[config.mk]
export PLATFORM = sky130hd
export DESIGN_NAME = prog_clock_divider
export DESIGN_NICKNAME = d
export VERILOG_FILES = /design/src/rtl/prog_clock_divider.sv
export SDC_FILE = /design/constraint.sdc
export NUM_CORES = 1
export LEC_CHECK = 0
export CAP_MARGIN = 10
export CORE_ASPECT_RATIO = 0.7
export CORE_MARGIN = 4
export CORE_UTILIZATION = 40
export CTS_CLUSTER_SIZE = 10
export DETAILED_ROUTE_END_ITERATION = 10
export SYNTH_ARGS = -nofsm -noshare
export SYNTH_HDL_FRONTEND = slang
export SYNTH_SLANG_ARGS = --single-unit
[constraint.sdc]
create_clock -name clk -period 31 [get_ports clk]
set_clock_uncertainty 0.15 [all_clocks]
set_input_delay 7.75 -clock clk [delete_from_list [all_inputs] [get_ports clk]]
set_output_delay 7.75 -clock clk [all_outputs]
set_load 0.02 [all_outputs]
[src/rtl/prog_clock_divider.sv]
// Multi-channel programmable clock divider with shadowed, wrap-aligned reconfiguration.
// Optional per-channel rising-edge tick output when CLKDIV_TICK_EN is defined.
module prog_clock_divider #(
    parameter int NUM_CH         = 4,
    parameter int CNT_WIDTH      = 24,
    parameter int DEFAULT_PERIOD = 12000000,
    parameter int DEFAULT_HIGH   = 6000000,
    localparam int CH_W          = (NUM_CH > 1) ? $clog2(NUM_CH) : 1
) (
    input  logic                 clk,
    input  logic                 rst,
    input  logic [NUM_CH-1:0]    en,
    input  logic                 sync,
    input  logic                 cfg_valid,
    output logic                 cfg_ready,
    input  logic [CH_W-1:0]      cfg_ch,
    input  logic [CNT_WIDTH-1:0] cfg_period,
    input  logic [CNT_WIDTH-1:0] cfg_high,
    output logic                 cfg_err,
    output logic [NUM_CH-1:0]    clk_out
`ifdef CLKDIV_TICK_EN
    ,
    output logic [NUM_CH-1:0]    tick
`endif
);

    logic [CNT_WIDTH-1:0] cnt       [NUM_CH];
    logic [CNT_WIDTH-1:0] period    [NUM_CH];
    logic [CNT_WIDTH-1:0] high      [NUM_CH];
    logic [CNT_WIDTH-1:0] sh_period [NUM_CH];
    logic [CNT_WIDTH-1:0] sh_high   [NUM_CH];
    logic [NUM_CH-1:0]    pend;

    logic                 ch_ok;
    logic                 cfg_legal;
    logic                 accept;
    logic [NUM_CH-1:0]    wrap;
    logic [NUM_CH-1:0]    load;
    logic [NUM_CH-1:0]    apply;

    // Out-of-range channels have no pending bit; they are always ready so the
    // handshake completes and the request can be flagged as an error.
    always_comb begin
        ch_ok     = (32'(cfg_ch) < 32'(NUM_CH));
        cfg_ready = ch_ok ? !pend[cfg_ch] : 1'b1;
        cfg_legal = ch_ok
                    && (cfg_period >= CNT_WIDTH'(2))
                    && (cfg_high >= CNT_WIDTH'(1))
                    && (cfg_high < cfg_period);
        accept    = cfg_valid && cfg_ready;
    end

    always_comb begin
        wrap  = '0;
        load  = '0;
        apply = '0;
        for (int unsigned i = 0; i < NUM_CH; i++) begin
            wrap[i]  = en[i] && (cnt[i] == period[i] - CNT_WIDTH'(1));
            load[i]  = accept && cfg_legal && (cfg_ch == CH_W'(i));
            apply[i] = pend[i] && (sync || !en[i] || wrap[i]);
        end
    end

    always_ff @(posedge clk or posedge rst) begin
        if (rst) begin
            for (int unsigned i = 0; i < NUM_CH; i++) begin
                cnt[i]       <= '0;
                period[i]    <= CNT_WIDTH'(DEFAULT_PERIOD);
                high[i]      <= CNT_WIDTH'(DEFAULT_HIGH);
                sh_period[i] <= '0;
                sh_high[i]   <= '0;
            end
            pend    <= '0;
            clk_out <= '0;
            cfg_err <= 1'b0;
`ifdef CLKDIV_TICK_EN
            tick    <= '0;
`endif
        end else begin
            cfg_err <= accept && !cfg_legal;
            for (int unsigned i = 0; i < NUM_CH; i++) begin
                // load and apply are exclusive: load needs pend clear, apply needs it set.
                if (load[i]) begin
                    sh_period[i] <= cfg_period;
                    sh_high[i]   <= cfg_high;
                    pend[i]      <= 1'b1;
                end else if (apply[i]) begin
                    period[i]    <= sh_period[i];
                    high[i]      <= sh_high[i];
                    pend[i]      <= 1'b0;
                end

                if (!en[i] || sync || wrap[i])
                    cnt[i] <= '0;
                else
                    cnt[i] <= cnt[i] + CNT_WIDTH'(1);

                clk_out[i] <= en[i] && (cnt[i] < high[i]);
`ifdef CLKDIV_TICK_EN
                tick[i]    <= en[i] && (cnt[i] < high[i]) && !clk_out[i];
`endif
            end
        end
    end

endmodule

Yosys cells after proc, flatten, opt, wreduce, memory -nomap -nowiden
Index checks and enable logic that the tools add are counted.
Widths: inputs -> output; s select.

storage, ports and cells
  word-level logic and storage cells = 111
  bits in registers = 489

cells by class
  multiplexer cells = 14
  reduce and logical (&&, ||, !) cells = 44
  equal/unequal tests = 7
  add/subtract/negate cells = 8
  bitwise gates (word level) = 4
  magnitude comparators = 8

operators by type and width
  operator               number
  $lt 24x24->1           5
  $add 24x1->24 const B  4
  $eq 24x24->1           4
  $mux 24                4
  $sub 24x1->24 const B  4
  $ge 24x1->1 const B    1
  $ge 24x2->1 const B    1
  $logic_and 1x1->1      21
  $mux 1                 9
  $logic_or 1x1->1       8
  $reduce_and 2->1       4
  $reduce_bool 2->1      4
  $logic_not 1->1        6
  $eq 2x2->1 const B     2
  $not 1->1              4
  $lt 2x3->1 const B     1
  $bmux 1 s2             1
  $eq 2x1->1 const B     1
  $logic_not 2->1        1

Depth between registers and ports, before layout
Gate-level depths: netlist of run 1.

  depth in word-level cells = 8
  gate-level depth with buffers = 13
  mapped depth without buffers = 10

Worst setup path before layout of run 1
OpenSTA, ideal clock, no wires.

  path type = input-to-output
  from = in cfg_ch[0]
  to = out cfg_ready
  setup slack = 14.724 ns
  data required time = 23.100 ns
  stages on the path = 2
  arrival time = 8.376 ns
  path through = mux4_2 > inv_1

between the ends
  longest elaborated chain between the ends = 3

ends and longest elaborated chain
  element                       RTL line  text
  start: declaration            16        input logic [CH_W-1:0] cfg_ch,
  $bmux 1 s2                    45        cfg_ready = ch_ok ? !pend[cfg_ch] : 1'b1;
  $mux 1 (not written as such)  45
  $logic_not 1->1               45
  end: declaration              15        output logic cfg_ready,

Every way passes these cells. The select of a mux whose other input is x is not followed.

Final worst setup path of run 1
Same ends and word-level chain as after synthesis.

==> impl_metrics.yaml, run 1 <==
critical_path:
  max_stage_delay_ps: 600
  r2r_slack_ps: 26250
  r2r.worst_path.cells: 11
  crit_path_cell_trace: "clkdlybuf4s50_1 -> mux4_2 -> inv_1 -> clkdlybuf4s50_1"
  cp_top_family: "buffers and inverters"
  timing.rr.end: "cnt[79]$_DFF_PP0_"
  crit_buf_inv: 3
  rr_startpoint: "period[72]$_DFFE_PP0P_"
  cp_common_cell: "clkdlybuf4s50_1"
  critical_path.slowest_cell: "clkdlybuf4s50_1"
  cp-end-kind: "primary output"
  startpoint_type: "primary input"
  cp_max_fo: 5
  critPathRequiredTime_ps: 23100
  cp.arrival_ps: 9520
  critPathKind: "in2out"
detailed_routing:
  route.detailed.drc: 0
  drtIter0Drc: 1608
  antenna_left: 0
  viasPerCell: 5.71
  wl_per_cell_um: 20.9
  dr.pass1.iters: 6
  routed_wl_um: 72800
  dr_total_vias: 19900
sta:
  relSlewSlack: 0.295
  worst_hold_slack_ps: 331
  setup_viol: 0
  finalSetupTns_ps: 0
  rsz0062_at_grt: "false"
  hold_viol: 0
  post-route-min-period_ps: 17420
  fmax_mhz: 57.4
  slew_violations: 0
  period_share: 0.562
  worstMarginPinSlew_ps: 1060
layout:
  fin_nets: 2727
  fillerInstances: 6137
  syn_to_final_growth_pct: 12.1
  drive_gt1_frac: 0.209
  seqCellArea_um2: 12300
  multi_input_area_um2: 13400
  fin_util: 0.453
clock_network:
  htreeDepth: 2
  hold_buffers: 0
  cts_resized: 0
  clockBufferDepth: 3
  cts_made_buffers: 55
  cts-root-buf: "clkbuf_16"
  cts_setup_buffers: 0
  worstSkewPairLatency_ps: 600
  clock_sinks: 489
  cts.clk_slew.worst_paths_ps: 60
  cts_tree: "done"
floorplanning:
  ioPinCount: 64
  core_area_um2: 66500
  die-area_um2: 71500
  die_w_um: 318
  fp-row-count: 79
  die_h_um: 225
  initial_core_util: 0.404
synth:
  synth.distinct_cells: 76
  synth_ff_type: "dfrtp_1"
  synth.ff_latch_count: 489
  synthArstFlopShare: 1.00
  ys_seq_area_frac: 0.459
  yosysTopAreaCellShare: 0.381
  ys_top_cells_by_area: "dfrtp_1 (38%), mux2_2 (13%), dfstp_2 (7.8%)"
  yosysWarningCount: 0
  avgSynthCellArea_um2: 10.7
  synthCells: 2511
  synth.most_common_cell: "dfrtp_1"
  synth_edf_count: 0
  syn-num-nets: 2692
  synth_area_um2: 26900
  synth_area_leader_cell: "dfrtp_1"
  synth_commonest_cells: "dfrtp_1 (409), mux2_2 (309), inv_1 (179), nor2_1 (126), ha_1 (123)"
power:
  cellLeakagePower_nw: 13.2
  peakVddDrop_mv: 0.0480
  p_per_area_nw_per_um2: 71.2
  finalPower_mw: 2.15
global_routing:
  grt_max_degree: 178
  grt_pass1_wl_um: 116000
  grt.overflow.total: 0
  antenna_found_initial: 12
  grt_pass1_vias: 19900
  track_usage: 0.203
run_status:
  status: "complete, no violations"
placement:
  dpl.hpwl_um: 49200
  place_congestion: 0.844
  portBuffers: 63
hold_path:
  hold_end: "high[33]$_DFFE_PP0P_"
  hold_path.class: "reg2reg"
  min_delay_path_depth: 1
  min_from: "sh_high[33]$_DFFE_PP0P_"
job:
  maxCapViolCount: 0
[layout make-up]
cell class	count	share of cell area
antenna	2	0.000166
multi-input combinational	1710	0.444
sequential	489	0.409
timing repair buffer	111	0.0333
clock buffer	99	0.0519
clock inverter	3	0.00112
tap	891	0.0370
inverter	179	0.0225
[logic make-up (layout without fill, tap and decap cells)]
logic type / count (synthesis) / in the layout / synth area share
buf+inv: 312 / 392 / 0.0450
flops: 489 / 489 / 0.459
xor+xnor: 189 / 189 / 0.0616
fa+ha+maj: 123 / 123 / 0.0573
mux: 344 / 344 / 0.147
simple gates: 696 / 696 / 0.136
other cells: 0 / 2 / 0
compound gates: 358 / 358 / 0.0942
[per-stage QoR]
step | instances | setup WS (ps) | area, um2
final | 3484 | 13580 | 30100
after CTS | 3482 | 13570 | 30100
after floorplan | 2511 | 9580 | 26900
after detailed placement | 3380 | 13580 | 28500
after global routing | 3482 | 13480 | 30100
after global placement | 3380 | 13550 | 28500
[how the worst max path moves through the flow]
stage / from / to / slack, ps / cells past startpoint
after global placement: cfg_ch[0] / cfg_ready / 13550 / 4
after detailed placement: cfg_ch[0] / cfg_ready / 13580 / 4
final: cfg_ch[0] / cfg_ready / 13580 / 4
after CTS: cfg_ch[0] / cfg_ready / 13570 / 4
after floorplan: rst / cfg_err$_DFF_PP0_ / 9580 / 1
after global routing: cfg_ch[0] / cfg_ready / 13480 / 4
[routing by layer]
layer | wire, um | vias to the layer above | GRT usage
li1 | - | 9158 | -
met1 | 34100 | 10100 | 0.294
met2 | 31700 | 560 | 0.310
met3 | 5110 | 116 | 0.0440
met4 | 1880 | 0 | 0.0530
met5 | 0 | - | 0
[report_power, final]
group	switching (mW)	internal (mW)	total (mW)	leakage (nW)
logic	0.260	0.284	0.544	6.54
registers	0.156	0.845	1.00	5.87
clock network	0.262	0.338	0.600	0.757
[state kept, by name (all words and copies together) (netlist names)]
signal     count
period        96
high          96
cnt           96
pend           4
sh_high       96
sh_period     96
clk_out        4
cfg_err        1
[layout by cell type, fill, tap and decap left out, types with 13 or more instances in the layout]
| cell type | count |
|---|---|
| dfrtp_1 | 408 |
| mux2_2 | 309 |
| inv_1 | 178 |
| nor2_1 | 126 |
| ha_1 | 123 |
| nand2_1 | 114 |
| nand3_1 | 111 |
| xnor2_1 | 98 |
| xor2_1 | 91 |
| nor3_1 | 86 |
| dfstp_2 | 80 |
| clkdlybuf4s50_1 | 63 |
| a31oi_1 | 59 |
| clkbuf_16 | 56 |
| nand4_1 | 55 |
| o22ai_1 | 50 |
| o311ai_0 | 50 |
| buf_4 | 47 |
| a21o_1 | 44 |
| clkbuf_1 | 43 |
| a21oi_1 | 40 |
| nor4_1 | 39 |
| o21ai_0 | 36 |
| and3_1 | 31 |
| or3_1 | 20 |
| mux2_4 | 20 |
| nand2b_1 | 19 |
| nor2b_1 | 18 |
| a211oi_1 | 13 |
No activity file was read; power rests on OpenSTA's default activity.
==> run 2, diff against run 1 <==
==> constraint.sdc (replaced) <==
create_clock -name clk -period 14.88 [get_ports clk]
set_clock_uncertainty 0.15 [all_clocks]
set_input_delay 3.72 -clock clk [delete_from_list [all_inputs] [get_ports clk]]
set_output_delay 3.72 -clock clk [all_outputs]
set_load 0.02 [all_outputs]
==> impl_metrics.yaml, run 2 (synthesized netlist as in run 1, its figures left out) <==
power:
  peakVddDrop_mv: 0.0954
  p_per_area_nw_per_um2: 149
  cellLeakagePower_nw: 13.2
  finalPower_mw: 4.48
clock_network:
  htreeDepth: 2
  cts.clk_slew.worst_paths_ps: 60
  cts_resized: 0
  cts_tree: "done"
  hold_buffers: 0
  cts_setup_buffers: 0
  cts-root-buf: "clkbuf_16"
  clockBufferDepth: 3
  clock_sinks: 489
  cts_made_buffers: 55
  worstSkewPairLatency_ps: 610
critical_path:
  critPathKind: "in2out"
  r2r.worst_path.cells: 10
  crit_end: "cfg_ready"
  critPathRequiredTime_ps: 11010
  worst_setup_path_startpoint: "cfg_ch[0]"
  rr_startpoint: "period[53]$_DFFE_PP0P_"
  timing.rr.end: "high[60]$_DFFE_PP0P_"
  cp.arrival_ps: 5480
  cp-end-kind: "primary output"
  startpoint_type: "primary input"
  r2r_slack_ps: 10380
  cp_max_fo: 5
layout:
  fin_nets: 2730
  syn_to_final_growth_pct: 12.3
  drive_gt1_frac: 0.210
  final_cell_mix: "dfrtp_1 (408), mux2_2 (309), inv_1 (178), nor2_1 (126), ha_1 (123)"
  fillerInstances: 6161
  fin_util: 0.454
  final_common_cell: "dfrtp_1"
sta:
  relSlewSlack: 0.277
  fmax_mhz: 107
  slew_violations: 0
  setup_viol: 0
  finalSetupTns_ps: 0
  worstMarginPinSlew_ps: 1080
  hold_viol: 0
  period_share: 0.628
  rsz0062_at_grt: "false"
  post-route-min-period_ps: 9350
floorplanning:
  ioPinCount: 64
  die_h_um: 225
  initial_core_util: 0.404
  core_area_um2: 66500
  die-area_um2: 71500
  fp-row-count: 79
  die_w_um: 318
global_routing:
  grt.overflow.total: 0
  grt_pass1_vias: 19700
  track_usage: 0.202
  grt_max_degree: 173
  antenna_found_initial: 10
  grt_pass1_wl_um: 115000
detailed_routing:
  antenna_left: 0
  wl_per_cell_um: 20.9
  dr_total_vias: 19900
  route.detailed.drc: 0
  routed_wl_um: 73000
  viasPerCell: 5.70
  drtIter0Drc: 1722
  dr.pass1.iters: 7
job:
  maxCapViolCount: 0
placement:
  dpl.hpwl_um: 49500
  place_congestion: 0.845
  portBuffers: 63
run_status:
  status: "complete, no violations"
hold_path:
  hold_path.class: "reg2reg"
  min_from: "sh_high[23]$_DFFE_PP0P_"
## run 2: cell types whose count changed in the layout (fill, tap and decap cells not counted)
| cell | before | now |
|---|---|---|
| inv_6 | 2 | 1 |
| inv_8 | 1 | 0 |
| diode_2 | 2 | 5 |
| clkbuf_1 | 43 | 42 |
| buf_4 | 47 | 50 |
| nor4_2 | 3 | 2 |
| clkinv_2 | 0 | 1 |
| clkbuf_8 | 0 | 2 |
| clkinvlp_4 | 0 | 1 |
| nor4_1 | 39 | 40 |
## run 2: where the power goes
group / internal [mW] / switching [mW] / total [mW]
sequential: 1.76 / 0.327 / 2.09
combinational: 0.594 / 0.543 / 1.14
clock: 0.713 / 0.546 / 1.26
total: 3.07 / 1.42 / 4.48
## run 2: layer usage
layer	GRT usage	up-vias	share of wire
met1	0.284	10100	0.46
met4	0.0508	0	0.022
met5	0	-	0
met2	0.316	558	0.44
met3	0.0506	112	0.078
li1	-	9183	-
## run 2: worst min path at each step
stage / endpoint / slack, ps / cells past startpoint
after floorplan: high[26]$_DFFE_PP0P_ / 300 / 1
after global placement: high[26]$_DFFE_PP0P_ / 310 / 1
after detailed placement: high[34]$_DFFE_PP1P_ / 320 / 1
after CTS: high[34]$_DFFE_PP1P_ / 340 / 1
after global routing: high[34]$_DFFE_PP1P_ / 350 / 1
final: high[23]$_DFFE_PP0P_ / 340 / 1
## run 2: cell type report
cell class / count / area, um2 / share of cell area
timing repair buffer: 114 / 1030 / 0.0340
tap: 891 / 1110 / 0.0370
multi-input combinational: 1710 / 13400 / 0.444
clock buffer: 100 / 1590 / 0.0526
antenna: 5 / 12.5 / 0.000415
sequential: 489 / 12300 / 0.409
inverter: 179 / 676 / 0.0224
clock inverter: 3 / 30.0 / 0.000995
## run 2: worst max-delay path: stages
cell	delay, ps
clkdlybuf4s50_1	560
mux4_2	510
inv_1	80
clkdlybuf4s50_1	600
## run 2: through the flow
step,std cells,hold slack [ps],instance area (um2),setup slack [ps]
floorplan,2511,302,26900,4440
global placement,3383,315,28500,5490
detailed placement,3383,322,28500,5530
CTS,3486,336,30200,5520
global route,3486,349,30200,5460
finish,3491,336,30200,5530
==> run 3, diff against run 2 <==
==> constraint.sdc (replaced) <==
create_clock -name clk -period 8 [get_ports clk]
set_clock_uncertainty 0.15 [all_clocks]
set_input_delay 2 -clock clk [delete_from_list [all_inputs] [get_ports clk]]
set_output_delay 2 -clock clk [all_outputs]
set_load 0.02 [all_outputs]
==> impl_metrics.yaml, run 3 (synthesized netlist as in run 1, its figures left out) <==
critical_path:
  max_stage_delay_ps: 620
  critPathRequiredTime_ps: 5850
  crit_buf_inv: 3
  critPathKind: "in2out"
  startpoint_type: "primary input"
  critical_path.slowest_cell: "clkdlybuf4s50_1"
  crit_path_cell_trace: "clkdlybuf4s50_1 -> mux4_2 -> inv_1 -> clkdlybuf4s50_1"
  cp_max_fo: 5
  cp-end-kind: "primary output"
  cp.arrival_ps: 3880
  cp_top_family: "buffers and inverters"
  r2r_slack_ps: 3230
  cp_common_cell: "clkdlybuf4s50_1"
placement:
  dpl.hpwl_um: 50800
  place_congestion: 0.885
  portBuffers: 63
sta:
  rsz0062_at_grt: "false"
  setup_viol: 0
  relSlewSlack: 0.217
  period_share: 0.753
  post-route-min-period_ps: 6030
  slew_violations: 0
  worstMarginPinSlew_ps: 1170
  hold_viol: 0
  fmax_mhz: 166
  worst_hold_slack_ps: 318
detailed_routing:
  antenna_left: 0
  dr_total_vias: 19800
  dr.pass1.iters: 5
  route.detailed.drc: 0
  drtIter0Drc: 1635
  wl_per_cell_um: 21.0
  routed_wl_um: 72900
  viasPerCell: 5.72
power:
  finalPower_mw: 8.34
  peakVddDrop_mv: 0.171
  p_per_area_nw_per_um2: 278
  cellLeakagePower_nw: 13.1
layout:
  multi_input_area_um2: 13400
  fin_util: 0.452
  drive_gt1_frac: 0.205
  seqCellArea_um2: 12300
  final_common_cell: "dfrtp_1"
  fin_nets: 2716
  syn_to_final_growth_pct: 11.8
  final_cell_mix: "dfrtp_1 (408), mux2_2 (309), inv_1 (178), nor2_1 (126), ha_1 (123)"
  fillerInstances: 6158
clock_network:
  clockBufferDepth: 3
  hold_buffers: 0
  worstSkewPairLatency_ps: 620
  cts.clk_slew.worst_paths_ps: 60
  clock_sinks: 489
  cts-root-buf: "clkbuf_16"
  cts_resized: 0
  cts_tree: "done"
  htreeDepth: 2
  cts_made_buffers: 55
  cts_setup_buffers: 0
hold_path:
  hold_path.class: "reg2reg"
global_routing:
  grt_max_degree: 183
  grt_pass1_wl_um: 114000
  track_usage: 0.201
  grt_pass1_vias: 19200
  antenna_found_initial: 5
  grt.overflow.total: 0
floorplanning:
  die-area_um2: 71500
  die_w_um: 318
  fp-row-count: 79
  die_h_um: 225
  initial_core_util: 0.404
  ioPinCount: 64
  core_area_um2: 66500
run_status:
  status: "complete, no violations"
job:
  maxCapViolCount: 0
[run 3: path summary, 6_finish.rpt]
| path | depth (start not counted) | startpoint | to |
|---|---|---|---|
| worst max-delay path | 4 | cfg_ch[0] | cfg_ready |
| worst min register to register | 1 | sh_high[26]$_DFFE_PP0P_ | high[26]$_DFFE_PP0P_ |
| min in group asynchronous | 3 | rst | high[26]$_DFFE_PP0P_ |
| max in group asynchronous | 4 | rst | pend[0]$_DFFE_PP0P_ |
| worst max register to register | 10 | period[53]$_DFFE_PP0P_ | high[52]$_DFFE_PP0P_ |
| worst min-delay path | 1 | sh_high[26]$_DFFE_PP0P_ | high[26]$_DFFE_PP0P_ |
[run 3: per-layer routing]
| metal | share of wire | GRT usage | vias to the layer above |
|---|---|---|---|
| met5 | 0.00018 | 0 | - |
| met2 | 0.43 | 0.307 | 545 |
| met3 | 0.069 | 0.0420 | 115 |
| met1 | 0.48 | 0.294 | 10000 |
| li1 | - | - | 9140 |
| met4 | 0.021 | 0.0471 | 2 |
[run 3: through the flow]
step | worst slack, ps | TNS (ps) | instances | cell area [um2]
finish | 1970 | 0 | 3471 | 30000
global placement | 1550 | 0 | 3369 | 28500
CTS | 1940 | 0 | 3468 | 30000
global route | 1790 | 0 | 3468 | 30000
floorplan | -715 | -292560 | 2511 | 26900
detailed placement | 1500 | 0 | 3369 | 28500
[run 3: layout make-up]
cell class | instances | share of cell area
diodes | 3 | 0.000250
clock buffers | 98 | 0.0522
clock inverters | 1 | 0.000292
inverters | 179 | 0.0225
multi-input cells | 1710 | 0.446
flip-flops and latches | 489 | 0.411
well taps | 891 | 0.0371
repair buffers | 100 | 0.0315
[run 3: power breakdown]
part           switching, mW  internal, mW  leakage (nW)
logic                   1.01          1.10          6.49
registers              0.643          3.28          5.87
clock network           1.00          1.31         0.751
total                   2.66          5.68          13.1
==> edit, RTL diff (flow settings as in run 2) <==
The parameter `DEFAULT_PERIOD` goes from 12000000 to 8388608.
--- a/src/rtl/prog_clock_divider.sv
+++ b/src/rtl/prog_clock_divider.sv
@@ -4,5 +4,5 @@
     parameter int NUM_CH         = 4,
     parameter int CNT_WIDTH      = 24,
-    parameter int DEFAULT_PERIOD = 12000000,
+    parameter int DEFAULT_PERIOD = 8388608,
     parameter int DEFAULT_HIGH   = 6000000,
     localparam int CH_W          = (NUM_CH > 1) ? $clog2(NUM_CH) : 1
Behaviour: no difference found for any inputs over 4 cycles, from zero or initial values and one cycle with rst high; that may be too few to reach the edited logic, so the function may still have changed.
==> edit against run 2 <==
  * Worst setup slack got worse by 0.031 ns
  * Area after synthesis shrank 0.17%
  * Critical path type unchanged
  * Sequential cell count stayed put
  * Power shrank 1.3%
  * Largest cell class unchanged
  * Final area shrank 0.36%
  * Critical path depth unchanged
  * Wire length fell by 2.5%
  * Highest routed layer is now met5
==> edit: results (changes against run 2) <==
{
  "status": "completed",
  "antenna_found_initial": {"value": 8, "change": "-2"},
  "wl_per_cell": {"value": 20.45, "unit": "um", "change": "-2.2%"},
  "tightest_slew": {"value": 0.9566, "unit": "ns", "change": "-0.1284 ns"},
  "standard_cell_area_after_detailed_placement": {"value": 28480, "unit": "um^2", "change": "-0.23%"},
  "clk_root_buffer_cell": "sky130_fd_sc_hd__clkbuf_16",
  "track_usage": {"value": 0.1987, "change": "-0.003557"},
  "seq_area": {"value": 12290, "unit": "um^2", "change": "-0.37%"},
  "grt_first_pass_wirelength": {"value": 112900, "unit": "um", "change": "-1.4%"},
  "globalplace.congestion": {"value": 0.8768, "change": "+3.8%"},
  "via_count": {"value": 19790, "change": "-0.62%"},
  "yosys_warnings": {"value": 0, "change": "unchanged"},
  "vdd_ir_drop_max": {"value": 84.73, "unit": "uV", "change": "-11%"},
  "synth-seq-area-share": {"value": 0.4582, "change": "-0.0009082"},
  "place_hpwl": {"value": 48310, "unit": "um", "change": "-2.4%"},
  "num-nets-final": {"value": 2724, "change": "-0.22%"},
  "arrival": {"value": 5.51, "unit": "ns", "change": "+0.03 ns"},
  "leakagePower": {"value": 13.19, "unit": "nW", "change": "about the same"},
  "drive_gt1_frac": {"value": 0.1935, "change": "-0.01651"},
  "drtPass1Iterations": {"value": 5, "change": "-2"},
  "fill_cells": {"value": 6207, "change": "+0.75%"},
  "drt_iter0_markers": {"value": 1536, "change": "-11%"},
  "hold_path_class": "flop to flop",
  "post_synth_most_frequent_cells": "sky130_fd_sc_hd__dfrtp_1 (445), sky130_fd_sc_hd__mux2_2 (309), sky130_fd_sc_hd__inv_1 (179)",
  "post_synth_main_area_contributors": "sky130_fd_sc_hd__dfrtp_1 (42%), sky130_fd_sc_hd__mux2_2 (13%), sky130_fd_sc_hd__ha_1 (5.7%)"
}
-- edit: cell count changes after synthesis, sizes merged --
cell / change
dfrtp: +36
dfstp: -36
-- edit: kinds of logic (layout without fill, tap and decap cells) --
family,Yosys count,in the layout,synth area share
other,0,1,0
XOR/XNOR,189,189,0.06170
multiplexers,344,344,0.1474
flip-flops,489,489,0.4582
AND/OR/NAND/NOR,696,696,0.1359
buffers and inverters,312,390,0.04505
adder cells (fa/ha/maj),123,123,0.05736
AO/OA/AOI/OAI,358,358,0.09439
-- edit: routing by layer --
metal  up-vias  track usage  wire, um
li1       9158            -         -
met2       533       0.3054     30940
met3       113      0.03598      4753
met1      9978       0.2897     33700
met5         -      0.01307       168
met4         4      0.05061      1629
-- edit: path summary, 6_finish.rpt --
check	start	endpoint	cells after the start	slack [ns]
hold reg to reg	sh_high[28]$_DFFE_PP0P_	high[28]$_DFFE_PP0P_	1	0.33
max in group asynchronous	rst	cnt[68]$_DFF_PP0_	4	9.50
setup reg to reg	period[72]$_DFFE_PP0P_	cnt[79]$_DFF_PP0_	12	9.88
setup / recovery	cfg_ch[0]	cfg_ready	4	5.50
hold / removal	sh_high[28]$_DFFE_PP0P_	high[28]$_DFFE_PP0P_	1	0.33
min in group asynchronous	rst	high[1]$_DFFE_PP0P_	3	3.56
-- edit: report_power, final --
| part | switching [W] | internal, W | leakage [nW] | total, W |
|---|---|---|---|---|
| Clock | 0.000544 | 0.000699 | 0.751 | 0.00124 |
| Combinational | 0.000533 | 0.000592 | 6.53 | 0.00113 |
| Sequential | 0.000330 | 0.00173 | 5.91 | 0.00206 |
-- edit: cell type report --
class,count,share of cell area
tap,891,0.03709
inverter,179,0.02248
multi-input combinational,1710,0.4453
timing repair buffer,108,0.03346
sequential,489,0.4089
clock buffer,100,0.05174
clock inverter,3,0.0008741
antenna,1,0.00008325
-- edit: stage by stage --
step                      hold WS [ns]  instances  power, W  setup WS, ns
after floorplan                 0.3022       2511  0.002869         4.415
after global placement          0.3133       3377  0.003124         5.515
after detailed placement        0.3231       3377  0.003195         5.496
after CTS                       0.3369       3480  0.004461         5.496
after global routing            0.3599       3480  0.004701         5.444
final                           0.3278       3481  0.004425         5.502
